$ cat config.mk
export PLATFORM = sky130hd
export DESIGN_NAME = boreal_uart_rx
export DESIGN_NICKNAME = d
export VERILOG_FILES = /design/src/rtl/boreal_uart_rx.sv
export SDC_FILE = /design/constraint.sdc
export NUM_CORES = 1
export LEC_CHECK = 0
export ABC_CLOCK_PERIOD_IN_PS = 2800
export BUFFER_PORTS_ARGS = -buffer_cell sky130_fd_sc_hd__buf_2
export CAP_MARGIN = 30
export CORE_MARGIN = 8
export CORE_UTILIZATION = 32
export CTS_CLUSTER_SIZE = 8
export DETAILED_ROUTE_END_ITERATION = 8
export PLACE_DENSITY = 0.49
export SLEW_MARGIN = 0
export SYNTH_ARGS = -nofsm -noshare
export SYNTH_HDL_FRONTEND = slang
export SYNTH_SLANG_ARGS = --single-unit
$ cat constraint.sdc
create_clock -name clk -period 2.8 [get_ports clk]
set_clock_uncertainty 0.2 [all_clocks]
set_input_delay 0.28 -clock clk [delete_from_list [all_inputs] [get_ports clk]]
set_output_delay 0.28 -clock clk [all_outputs]
set_load 0.1 [all_outputs]
$ cat src/rtl/boreal_uart_rx.sv
// Oversampling 8N1 UART byte receiver (LSB first) with a valid/ready output,
// framing-error and overrun pulses, and break (held-low line) suppression.
module boreal_uart_rx #(
  parameter int unsigned CLK_FREQ   = 100_000_000,
  parameter int unsigned BAUD_RATE  = 115_200,
  parameter int unsigned OVERSAMPLE = 16
) (
  input  logic       clk,
  input  logic       rst,
  input  logic       rx,
  output logic [7:0] rx_data,
  output logic       rx_valid,
  input  logic       rx_ready,
  output logic       frame_err,
  output logic       overrun
);

  localparam int unsigned DIV = (CLK_FREQ + BAUD_RATE * OVERSAMPLE / 2) / (BAUD_RATE * OVERSAMPLE);
  localparam int unsigned CW  = (DIV > 1) ? $clog2(DIV) : 1;
  localparam int unsigned PW  = $clog2(OVERSAMPLE);

  localparam logic [CW-1:0] DIV_LAST = CW'(DIV - 1);
  localparam logic [PW-1:0] PH_MID   = PW'(OVERSAMPLE / 2 - 1);
  localparam logic [PW-1:0] PH_LAST  = PW'(OVERSAMPLE - 1);

  typedef enum logic [2:0] {
    S_IDLE,
    S_START,
    S_DATA,
    S_STOP,
    S_BREAK
  } state_e;

  state_e        state_q, state_d;
  logic [CW-1:0] cnt_q, cnt_d;
  logic [PW-1:0] ph_q, ph_d;
  logic [2:0]    bit_q, bit_d;
  logic [7:0]    sr_q, sr_d;
  logic          rx_m_q, rx_m_d;
  logic          rx_s_q, rx_s_d;
  logic [7:0]    rx_data_q, rx_data_d;
  logic          rx_valid_q, rx_valid_d;
  logic          frame_err_q, frame_err_d;
  logic          overrun_q, overrun_d;

  logic tick;
  logic deliver;
  logic stop_bad;

  assign tick = (cnt_q == DIV_LAST);

  always_comb begin
    state_d     = state_q;
    ph_d        = ph_q;
    bit_d       = bit_q;
    sr_d        = sr_q;
    cnt_d       = tick ? '0 : cnt_q + CW'(1);
    rx_m_d      = rx;
    rx_s_d      = rx_m_q;
    deliver     = 1'b0;
    stop_bad    = 1'b0;

    if (tick) begin
      case (state_q)
        S_IDLE: begin
          if (!rx_s_q) begin
            state_d = S_START;
            ph_d    = '0;
          end
        end
        S_START: begin
          if (ph_q == PH_MID) begin
            if (!rx_s_q) begin
              state_d = S_DATA;
              ph_d    = '0;
              bit_d   = '0;
            end else begin
              state_d = S_IDLE;
            end
          end else begin
            ph_d = ph_q + PW'(1);
          end
        end
        S_DATA: begin
          if (ph_q == PH_LAST) begin
            sr_d  = {rx_s_q, sr_q[7:1]};
            ph_d  = '0;
            bit_d = bit_q + 3'd1;
            if (bit_q == 3'd7) state_d = S_STOP;
          end else begin
            ph_d = ph_q + PW'(1);
          end
        end
        S_STOP: begin
          if (ph_q == PH_LAST) begin
            if (rx_s_q) begin
              deliver = 1'b1;
              state_d = S_IDLE;
            end else begin
              stop_bad = 1'b1;
              state_d  = S_BREAK;
            end
          end else begin
            ph_d = ph_q + PW'(1);
          end
        end
        S_BREAK: begin
          if (rx_s_q) state_d = S_IDLE;
        end
        default: state_d = S_IDLE;
      endcase
    end

    // A delivery takes precedence over the plain handshake clear; accepting in
    // the same clk frees the slot so the new byte replaces the old one.
    rx_data_d   = rx_data_q;
    rx_valid_d  = rx_valid_q;
    frame_err_d = stop_bad;
    overrun_d   = 1'b0;
    if (deliver) begin
      if (!rx_valid_q || rx_ready) begin
        rx_data_d  = sr_q;
        rx_valid_d = 1'b1;
      end else begin
        overrun_d = 1'b1;
      end
    end else if (rx_valid_q && rx_ready) begin
      rx_valid_d = 1'b0;
    end
  end

  always_ff @(posedge clk) begin
    if (rst) begin
      state_q     <= S_IDLE;
      cnt_q       <= '0;
      ph_q        <= '0;
      bit_q       <= '0;
      sr_q        <= '0;
      rx_m_q      <= 1'b1;
      rx_s_q      <= 1'b1;
      rx_data_q   <= '0;
      rx_valid_q  <= 1'b0;
      frame_err_q <= 1'b0;
      overrun_q   <= 1'b0;
    end else begin
      state_q     <= state_d;
      cnt_q       <= cnt_d;
      ph_q        <= ph_d;
      bit_q       <= bit_d;
      sr_q        <= sr_d;
      rx_m_q      <= rx_m_d;
      rx_s_q      <= rx_s_d;
      rx_data_q   <= rx_data_d;
      rx_valid_q  <= rx_valid_d;
      frame_err_q <= frame_err_d;
      overrun_q   <= overrun_d;
    end
  end

  assign rx_data   = rx_data_q;
  assign rx_valid  = rx_valid_q;
  assign frame_err = frame_err_q;
  assign overrun   = overrun_q;

endmodule
==> out/metrics.cfg <==
[synthesis]
synth-async-reset-ratio_pct=0
ys.flop_type=dfxtp_1
synth_most_common_cell=dfxtp_1
synth_area_leader_cell=dfxtp_1
synth_area_leaders=dfxtp_1 (42%), mux2i_1 (5.6%), ha_1 (3.5%)
netlist_area_um2=1780
synth.top_cell.area_share_pct=41.6
synthCells=189
yosys_warnings=0
synth_edf_count=0
synth_seq_cells=37
syn_nets=198
avgSynthCellArea_um2=9.43
ys_top_cells_by_count=dfxtp_1 (37), nor2_1 (15), a21oi_1 (11)
yosysUniqueCellTypes=49
ys_seq_area_share_pct=41.6

[cells_and_area]
diodes=0
nets=207
area_growth_pct=12.6
layout-drive-gt1-share_pct=18.6
fillers=557
post-route-cell-area_um2=2010

[clock_network]
cts_tree=done
clock_path_buffers=2
cts-root-buf=clkbuf_8
cts_sinks=37
clock_latency_ps=290
numCtsBuffers=5
path_clk_slew_ps=70
cts-htree-levels=2
post_cts.repair.setup_buffers=0

[min_path]
min_to=rx_s_q
hold_start=rx_m_q
hp-class=reg2reg
holdPathStages=1

[grt]
antenna_found_initial=0
grt_start_max_net_pins=39
grt_pass1_wl_um=5910
grt_use_total_pct=8.74
grt_pass1_vias=1247
grt_remaining_overflow=0

[power_and_ir_drop]
seqPwrFrac_pct=51.4
p_clk_share_pct=45.8
leakagePower_nw=0.807
switchingPower_w=0.000212
peakVddDrop_mv=0.282
power.share.switching_pct=20.3
power_density_nw_per_um2=520
internal_power_w=0.000832
pwr-share-comb_pct=2.8

[sta]
setup_viol=0
period_share_pct=72.0
tightestPinTransition_ps=652
finalHoldViolCount=0
min_period_ps=2010
finalSetupTns_ps=0
rsz0062_at_grt=no
max_slew_margin_pct=56.5
maxSlewViolCount=0
max_freq_ghz=0.496

[placed_design]
portBuffers=14
dp.final_hpwl_um=2380
place.gp.congestion=0.774
place_area_um2=1880

[job]
maxCapViolCount=0

[floorplanning]
initial_utilization_pct=32.8
die_area_um2=8210
dieHeight_um=90.6
io_pins=15
chipWidth_um=90.6
coreArea_um2=5440
fp-row-count=27

[worst_setup_path]
r2r-end=state_q[2]
reg2regPathDepth=5
worstPathCellList=ha_1 -> and4b_1 -> and2_1 -> nand4_4 -> mux2_4
critPathSlowestCell=dfxtp_1
start_kind=flop
cp_top_family=simple AND/OR/NAND/NOR gates
r2r_start=cnt_q[0]
cp-end-kind=flop
crit_required_ps=2770
path_max_fanout=8
cp.arrival_ps=1990
crit_buf_inv=0
ff2ff_setup_slack_ps=790
critical_path.max_stage_delay_ps=380
crit_type=reg2reg
critPathLaunch=cnt_q[0]

[drt]
drc=0
first_pass_iters=4
routed_wl_um=3400
viasPerCell=4.78
wl_per_cell_um=12.5
drtAntennaViolNets=0
vias=1295
drt_first_iter_violations=72

[outcome]
outcome=finished clean

==> cell type report <==
class	instances	area (µm²)	area share, %
flip-flops and latches	37	741	36.9
inverters	8	30.0	1.50
repair buffers	17	95.1	4.74
multi-input cells	129	931	46.4
clock inverters	2	37.5	1.87
well taps	72	90.1	4.49
clock buffers	6	82.6	4.11
==> per-stage QoR <==
stage	instances	hold WS [ps]	setup slack (ps)	util, %	total power, W
6_report	271	213	785	36.9	0.00104
5_1_grt	271	237	676	36.9	0.00109
4_1_cts	271	213	768	36.9	0.00106
3_5_place_dp	262	195	782	34.5	0.000577
3_3_place_gp	262	193	812	34.5	0.000578
2_1_floorplan	189	184	877	-	0.000570
==> cell usage in the layout (no fill, tap or decap), types with 3 or more instances in the layout <==
| cell type | count |
|---|---|
| a21oi_1 | 11 |
| buf_2 | 14 |
| clkbuf_8 | 6 |
| dfxtp_1 | 37 |
| ha_1 | 5 |
| inv_1 | 8 |
| mux2_4 | 3 |
| mux2i_1 | 10 |
| nand2_1 | 7 |
| nand2b_1 | 3 |
| nand4_1 | 9 |
| nor2_1 | 15 |
| nor3_1 | 10 |
| o21ai_0 | 6 |
| o31ai_1 | 8 |
| xnor2_1 | 3 |
| xor2_1 | 4 |
==> layer usage <==
layer  part of all wire [%]  track usage [%]  routed length [µm]
met1                     55             11.1                1850
met2                     39             12.7                1320
met3                    4.7             3.16                 160
met4                    1.7             4.30                  59
met5                      0                0                   0
==> kinds of logic after synthesis <==
group / share of synthesized area (%)
AND/OR/NAND/NOR: 22.3
XOR/XNOR: 3.44
buffers and inverters: 6.18
flip-flops: 41.6
AO/OA/AOI/OAI: 14.8
adder cells (fa/ha/maj): 3.51
multiplexers: 8.15
==> power groups by stage <==
stage	combinational (W)	sequential, W	clock (W)
floorplan	0.0000248	0.000545	0
detailed placement	0.0000284	0.000549	0
global route	0.0000330	0.000537	0.000520
CTS	0.0000295	0.000537	0.000495
finish	0.0000290	0.000537	0.000478
global placement	0.0000287	0.000549	0
==> state kept, by name (all words and copies together), names as in the netlist, 3 cells and up <==
register and count:
rx_data 8, sr_q 8, cnt_q 6, ph_q 4
bit_q 3, state_q 3
==> repair_timing <==
action,in CTS,in global routing
endpoints found under the hold margin,1,0
hold buffers,1,0
resized for setup,0,0
==> worst register-to-register path, stage by stage, from the launching register on <==
cell	delay, ps
dfxtp_1	380
ha_1	180
and4b_1	270
and2_1	380
nand4_4	170
mux2_4	330
==> worst max-delay path by stage <==
stage | endpoint | cells after the start
after detailed placement | state_q[0] | 5
after floorplan | rx_data[5] | 4
after CTS | state_q[0] | 5
after global routing | state_q[2] | 5
final | state_q[2] | 5
after global placement | state_q[2] | 5
No activity file was read; power rests on OpenSTA's default activity.
